===== config.mk =====
export PLATFORM = sky130hd
export DESIGN_NAME = imem_fetch_ctrl
export DESIGN_NICKNAME = d
export VERILOG_FILES = /design/src/rtl/ifetch_pkg.sv /design/src/rtl/ifetch_skid_fifo.sv /design/src/rtl/imem_fetch_ctrl.sv
export SDC_FILE = /design/constraint.sdc
export NUM_CORES = 1
export LEC_CHECK = 0
export BUFFER_PORTS_ARGS = -buffer_cell sky130_fd_sc_hd__buf_2
export CAP_MARGIN = 40
export CORE_MARGIN = 3
export CORE_UTILIZATION = 55
export CTS_CLUSTER_SIZE = 16
export DETAILED_ROUTE_END_ITERATION = 10
export PLACE_DENSITY = 0.87
export SETUP_SLACK_MARGIN = 0.15
export SLEW_MARGIN = 20
export SYNTH_ARGS = -nofsm -noshare
export SYNTH_HDL_FRONTEND = slang
export SYNTH_SLANG_ARGS = --single-unit

===== constraint.sdc =====
create_clock -name clk -period 4.6 [get_ports clk]
set_clock_uncertainty 0.2 [all_clocks]
set_input_delay 0.46 -clock clk [delete_from_list [all_inputs] [get_ports clk]]
set_output_delay 0.46 -clock clk [all_outputs]
set_load 0.03 [all_outputs]

===== src/rtl/ifetch_pkg.sv =====
// Shared types and constants for the instruction-fetch sequencer.
package ifetch_pkg;

   typedef enum logic [1:0] {IDLE, REQ, DROP} ifetch_state_e;

   localparam int          INSTR_W_DEFAULT = 32;
   localparam logic [31:0] FETCH_STRIDE    = 32'd4;
   localparam logic [31:0] PC_ALIGN_MASK   = 32'hFFFF_FFFC;

   function automatic logic [31:0] align_pc(input logic [31:0] pc);
      return pc & PC_ALIGN_MASK;
   endfunction

endpackage


===== src/rtl/ifetch_skid_fifo.sv =====
// Two-entry {pc, instr} skid buffer between instruction memory and decode.
// Flush wins over push/pop in the same cycle.
module ifetch_skid_fifo
   import ifetch_pkg::*;
#(
   parameter int          INSTR_W  = INSTR_W_DEFAULT,
   parameter logic [31:0] RESET_PC = 32'h0000_0000
) (
   input  logic               clk,
   input  logic               rst,
   input  logic               push,
   input  logic [31:0]        push_pc,
   input  logic [INSTR_W-1:0] push_instr,
   input  logic               pop,
   input  logic               flush,
   output logic [1:0]         count,
   output logic [31:0]        head_pc,
   output logic [INSTR_W-1:0] head_instr
);

   logic [1:0][31:0]        pc_q;
   logic [1:0][INSTR_W-1:0] instr_q;
   logic                    rd_ptr, wr_ptr;
   logic [1:0]              cnt_q;
   logic                    do_push, do_pop;

   assign do_push = push && (cnt_q != 2'd2);
   assign do_pop  = pop  && (cnt_q != 2'd0);

   always_ff @(posedge clk or negedge rst) begin
      if (!rst) begin
         pc_q    <= {2{RESET_PC}};
         instr_q <= '0;
         rd_ptr  <= 1'b0;
         wr_ptr  <= 1'b0;
         cnt_q   <= 2'd0;
      end else if (flush) begin
         rd_ptr  <= 1'b0;
         wr_ptr  <= 1'b0;
         cnt_q   <= 2'd0;
      end else begin
         if (do_push) begin
            pc_q[wr_ptr]    <= push_pc;
            instr_q[wr_ptr] <= push_instr;
            wr_ptr          <= ~wr_ptr;
         end
         if (do_pop)
            rd_ptr <= ~rd_ptr;
         case ({do_push, do_pop})
            2'b10:   cnt_q <= cnt_q + 2'd1;
            2'b01:   cnt_q <= cnt_q - 2'd1;
            default: cnt_q <= cnt_q;
         endcase
      end
   end

   assign count      = cnt_q;
   assign head_pc    = pc_q[rd_ptr];
   assign head_instr = instr_q[rd_ptr];

endmodule


===== src/rtl/imem_fetch_ctrl.sv =====
// Fetch PC sequencer for a wait-stated instruction memory, with redirect handling.
// Optional stall counter enabled by defining IFETCH_PERF_CNT_EN.
module imem_fetch_ctrl
   import ifetch_pkg::*;
#(
   parameter logic [31:0] RESET_PC = 32'h0000_0000,
   parameter int          INSTR_W  = INSTR_W_DEFAULT
) (
   input  logic               clk,
   input  logic               rst,
   input  logic               f_redirect,
   input  logic [31:0]        f_redirect_pc,
   input  logic               f_ready,
   output logic               f_valid,
   output logic [INSTR_W-1:0] f_instr,
   output logic [31:0]        f_pc,
   output logic               m_read,
   output logic [31:0]        m_addr,
   input  logic [INSTR_W-1:0] m_rdata,
   input  logic               m_waitrequest,
   output logic [31:0]        stall_cnt
);

   ifetch_state_e state_q, state_d;
   logic [31:0]   fetch_pc_q, fetch_pc_d;
   logic [31:0]   drop_addr_q, drop_addr_d;
   logic [31:0]   redirect_tgt;
   logic [1:0]    count;
   logic          push, pop, flush, room;

   assign redirect_tgt = align_pc(f_redirect_pc);
   assign room         = (count != 2'd2);

   always_comb begin
      state_d     = state_q;
      fetch_pc_d  = fetch_pc_q;
      drop_addr_d = drop_addr_q;
      m_read      = 1'b0;
      m_addr      = fetch_pc_q;
      push        = 1'b0;
      flush       = 1'b0;
      case (state_q)
         IDLE: begin
            state_d = REQ;
            if (f_redirect)
               fetch_pc_d = redirect_tgt;
         end
         REQ: begin
            m_read = room;
            if (f_redirect) begin
               flush      = 1'b1;
               fetch_pc_d = redirect_tgt;
               // A stalled read must still complete; park its address and discard it later.
               if (room && m_waitrequest) begin
                  state_d     = DROP;
                  drop_addr_d = fetch_pc_q;
               end
            end else if (room && !m_waitrequest) begin
               push       = 1'b1;
               fetch_pc_d = fetch_pc_q + FETCH_STRIDE;
            end
         end
         DROP: begin
            m_read = 1'b1;
            m_addr = drop_addr_q;
            if (f_redirect) begin
               flush      = 1'b1;
               fetch_pc_d = redirect_tgt;
            end
            if (!m_waitrequest)
               state_d = REQ;
         end
         default: state_d = IDLE;
      endcase
   end

   always_ff @(posedge clk or negedge rst) begin
      if (!rst) begin
         state_q     <= IDLE;
         fetch_pc_q  <= RESET_PC;
         drop_addr_q <= RESET_PC;
      end else begin
         state_q     <= state_d;
         fetch_pc_q  <= fetch_pc_d;
         drop_addr_q <= drop_addr_d;
      end
   end

   assign f_valid = (count != 2'd0);
   assign pop     = f_valid && f_ready;

   ifetch_skid_fifo #(
      .INSTR_W  (INSTR_W),
      .RESET_PC (RESET_PC)
   ) u_fifo (
      .clk        (clk),
      .rst        (rst),
      .push       (push),
      .push_pc    (fetch_pc_q),
      .push_instr (m_rdata),
      .pop        (pop),
      .flush      (flush),
      .count      (count),
      .head_pc    (f_pc),
      .head_instr (f_instr)
   );

`ifdef IFETCH_PERF_CNT_EN
   logic [31:0] stall_q;

   always_ff @(posedge clk or negedge rst) begin
      if (!rst)
         stall_q <= 32'd0;
      else if (m_read && m_waitrequest)
         stall_q <= stall_q + 32'd1;
   end

   assign stall_cnt = stall_q;
`else
   assign stall_cnt = 32'd0;
`endif

endmodule


[After elaboration in Yosys (flattened, before gate mapping)]
Index checks and enable logic that the tools add are counted.
Storage, ports and cells
  input bits: 69
  output and inout bits: 130
  logic and storage cells: 77
  bits in registers: 198
Cells by class
  mux-type cells: 29
  bitwise gates (word level): 3
  reductions and logical operators: 19
  equality and inequality tests: 10
  add/sub/neg operators: 3
  order comparisons: 3
Operators with widths (number)
  $mux 32: 9
  $bwmux 64: 2
  $pmux 32 s2: 1
  $add 32x3->32 const B: 1
  $demux 32 s1: 1
  $mux 1: 9
  $reduce_and 3->1: 3
  $mux 2: 4
  $ne 2x2->1 const B: 4
  $reduce_bool 2->1: 4
  $logic_and 1x1->1: 6
  $pmux 2 s3: 1
  $eq 2x1->1 const B: 2
  $eq 2x2->1 const B: 2
  $lt 1x2->1 const B: 2
  $pmux 2 s2: 1
  $reduce_or 2->1: 2
  $ne 3x3->1 const B: 1
  $not 1->1: 3
  $reduce_bool 3->1: 1
  $add 2x1->2 const B: 1
  $logic_not 2->1: 1
  $ne 2x1->1 const B: 1
  $pmux 1 s2: 1
  4 further kinds: 4

[Logic depth before layout (Yosys ltp)]
  depth in word-level cells: 9
  depth in mapped cells: 10
  depth with buffers taken out: 7

[Hierarchy]
From an unflattened synthesis, not the netlist that was laid out.
Second synthesis, totals
  cell total of the unflattened synthesis: 766
  area, all modules: 9630.5 um^2
By module, submodules not included
  ifetch_skid_fifo: times used 1, cells each 364, seq. area each 3303.2 um^2, area an instance 5734.2 um^2
  imem_fetch_ctrl: times used 1, cells each 402, seq. area each 1551.5 um^2, area an instance 3896.2 um^2

[Worst setup path after synthesis]
No wires, ideal clock.
  kind: register to output
  start: register state_q[0]
  end: output port m_addr[10]
  buffers on the path: 2
  setup slack: 2.135 ns
  cell stages (with the launch flop): 6
  arrival: 1.805 ns
  data required time: 3.940 ns
  cells stage by stage: dfrtp_1 inv_1 ha_1 buf_1 buf_1 mux2_2
On the way
  longest elaborated chain between the ends: 2
Ends and longest elaborated chain
  start, declared: RTL line imem_fetch_ctrl.sv:24  | ifetch_state_e state_q, state_d;
  start signal, assigned: RTL line imem_fetch_ctrl.sv:83  | state_q <= state_d;
  $eq 2x2->1: RTL line imem_fetch_ctrl.sv:42  | case (state_q)
  $mux 32: RTL line imem_fetch_ctrl.sv:42
  end, declared: RTL line imem_fetch_ctrl.sv:18  | output logic [31:0] m_addr,
No other way between the ends.

[Worst setup path after layout]
  start: register state_q[0]
  end: output port m_addr[31]
Same word-level chain as after synthesis.

==> impl_metrics.py <==
metrics = {
    "clock_network": {
        "cts_tree": "yes",
        "cts_resized": 0,
        "clockBufferDepth": 2,
        "cts_num_sinks": 190,
        "cts_buffers": 17,
        "clk_latency_ns": 0.44,
        "cts_max_level": 4,
        "cts_root_buf": "clkbuf_16",
        "path_clk_slew_ns": 0.07,
    },
    "placement": {
        "dp_hpwl_um": 14300,
        "gp_congestion": 0.866,
        "portBuffers": 160,
    },
    "timing": {
        "maxSlewHeadroom_pct": 50.5,
        "slew_violations": 0,
        "holdWs_ns": 0.0678,
        "finalSetupViolCount": 0,
        "fin_crit_ns": 2.89,
        "rsz0062_at_grt": "no",
        "fmax_mhz": 346,
        "final-hold-violation-count": 0,
        "fin_tns_setup_ns": 0,
        "min_period_over_period_pct": 62.8,
        "worst_slew_pin_slew_ns": 0.742,
    },
    "synthesis": {
        "avgSynthCellArea_sq_um": 12.2,
        "postSynth.asyncResetShare_pct": 100,
        "yosysMostFrequentCell": "mux2_2",
        "seq_area_frac_synth_pct": 50.3,
        "synth_area_leaders": "dfrtp_1 50%, mux2_2 28%, buf_4 3.1%",
        "synth_edf_count": 0,
        "synth_cells": 774,
        "netlist.area_leader.share_pct": 50.3,
        "synth_top_area_cell": "dfrtp_1",
        "synth_area_sq_mm": 0.00944,
        "synthXorXnorAreaFrac_pct": 0.185,
        "ys_ff_latch": 190,
        "synthSimpleGateAreaFrac_pct": 7.45,
        "ys.flop_type": "dfrtp_1",
        "yosys_warnings": 0,
        "ys_types": 58,
        "synthAdderAreaFrac_pct": 0.662,
        "synth_compound_area_share_pct": 7.22,
        "synth_top_family_by_area": "multiplexers",
        "synthTopCellsByCount": "231 x mux2_2, 190 x dfrtp_1, 40 x a21oi_1",
        "muxShareOfSynthArea_pct": 28.1,
    },
    "pwr": {
        "p_leak_nw": 4.90,
        "seq_power_share_pct": 35.5,
        "p_comb_share_pct": 48.7,
        "p_sw_share_pct": 43.2,
        "p_clk_share_pct": 15.8,
        "p_sw_mw": 3.71,
        "vdd_drop_max_mv": 0.414,
        "internal-power_mw": 4.88,
        "p_per_area_mw_per_mm2": 791,
    },
    "global_routing": {
        "met1_usage_pct": 29.7,
        "antenna_found_initial": 0,
        "busiest_layer": "met2",
        "grt_start_max_net_pins": 85,
        "grt.overflow.total": 0,
        "track_usage_pct": 22.3,
        "grt_pass1_vias": 6370,
        "grt_first_pass_wirelength_um": 32800,
        "met2_usage_pct": 35.6,
        "gr-usage-met3_pct": 5.77,
    },
    "floorplan": {
        "coreArea_sq_mm": 0.0167,
        "fp.dieArea_sq_mm": 0.0188,
        "fp.dieH_um": 137,
        "start_util_pct": 56.5,
        "num_rows": 47,
        "num_io_pins": 199,
        "dieWidth_um": 137,
    },
    "routing": {
        "via_count": 6484,
        "firstDrtPassIters": 5,
        "drcViolationCount": 0,
        "vias_per_cell": 5.68,
        "wl_per_cell_um": 18.2,
        "drt-initial-drc-count": 438,
        "drt-total-wl_um": 20800,
        "route.antenna.remaining_nets": 0,
    },
    "outcome": {
        "status": "finished clean",
    },
    "critical_path": {
        "startpoint_type": "register",
        "worstSetupPathType": "reg -> out",
        "worstPathRequired_ns": 3.94,
        "arrival_ns": 2.23,
        "crit_path_end_kind": "output pin",
        "worstReg2RegStart": "state_q[1]",
        "cp_max_fo": 26,
        "crit_start": "state_q[0]",
    },
    "finish": {
        "n_antenna_cell": 0,
        "fill_cells": 1256,
        "multi_input_area_sq_mm": 0.00426,
        "seqCellArea_sq_mm": 0.00476,
        "drive_gt1_share_pct": 49.2,
        "fin_nets": 983,
        "areaGrowthSynthToFinish_pct": 15.1,
    },
    "job": {
        "cap_violations": 0,
    },
    "worst_hold_path": {
        "min_path_type": "in -> reg",
        "min_from": "m_rdata[8]",
    },
}
## final timing paths
kind                                       to  slack (ns)  depth (start not counted)
max in group asynchronous  u_fifo.instr_q[36]        2.82                          4
min in group asynchronous  u_fifo.instr_q[31]        0.28                          2
min reg2reg                   u_fifo.pc_q[43]        0.28                          2
min                         u_fifo.instr_q[8]        0.07                          2
max                                m_addr[31]        1.71                          5
max reg2reg                     fetch_pc_q[3]        1.86                          9
## timing repair
item,CTS,global route
buffers inserted,0,0
hold buffers,1,0
hold endpoints to repair,24,0
## routing by layer
layer / vias up / wire length [um]
met1: 3174 / 8890
met2: 275 / 9730
li1: 2999 / -
met3: 36 / 1780
met4: 0 / 366
met5: - / 0
## layout make-up
class,count,area share [%]
flip-flops and latches,190,43.8
multi-input cells,517,39.2
repair buffers,175,9.33
clock buffers,18,3.95
well taps,220,2.53
clock inverters,14,0.956
inverters,8,0.276
## critical path: stages, from the launching register on
cell     delay (ns)
dfrtp_1        0.42
inv_1          0.10
ha_2           0.50
buf_16         0.24
mux2_2         0.35
buf_2          0.19
## flip-flops by register name, indices dropped and copies added (netlist names)
name / count
u_fifo.instr_q: 64
u_fifo.pc_q: 60
fetch_pc_q: 30
drop_addr_q: 30
u_fifo.rd_ptr: 1
u_fifo.count: 2
state_q: 2
u_fifo.wr_ptr: 1
## metrics by stage
step	cell area [sq um]	total power, mW	util, %	std cells	worst slack, ns
3_5_place_dp	10300	7.25	61.6	1108	1.54
2_1_floorplan	9580	6.15	-	809	2.14
6_report	10900	8.59	65.1	1142	1.71
4_1_cts	10800	8.63	64.9	1141	1.71
3_3_place_gp	10200	7.10	61.2	1104	1.47
5_1_grt	10900	9.11	65.1	1142	1.61
## power groups by stage
| stage | Sequential, mW | Clock (mW) | Combinational, mW |
|---|---|---|---|
| 6_report | 3.05 | 1.36 | 4.18 |
| 5_1_grt | 3.17 | 1.45 | 4.49 |
| 4_1_cts | 3.05 | 1.38 | 4.20 |
| 3_5_place_dp | 3.08 | 0 | 4.17 |
| 3_3_place_gp | 3.02 | 0 | 4.07 |
| 2_1_floorplan | 2.80 | 0 | 3.35 |
## cell usage in the layout, fill, tap and decap left out, types with 3 or more instances in the layout
cell and n:
inv_6 6, nor2_1 13, a21oi_1 40, clkinv_2 5
or3_1 4, or2_2 4, and4_1 5, a2bb2oi_1 4
nand2b_1 3, o22ai_1 13, nor3_1 12, ha_1 4
buf_16 3, mux2_2 231, and3_1 5, nand3_1 14
conb_1 36, buf_2 159, nand2_1 38, inv_1 8
nand4_1 10, mux2i_1 5, o22a_1 3, dfrtp_1 189
buf_4 8, o21ai_0 31, clkbuf_16 17
## kinds of logic (layout without fill, tap and decap cells)
| family | after synthesis | count (layout) |
|---|---|---|
| compound gates | 113 | 113 |
| xor+xnor | 2 | 2 |
| fa+ha+maj | 5 | 5 |
| buf+inv | 102 | 215 |
| flops | 190 | 190 |
| mux | 236 | 236 |
| other cells | 1 | 36 |
| simple gates | 125 | 125 |
Note: power is estimated with default switching activity, not from simulation.
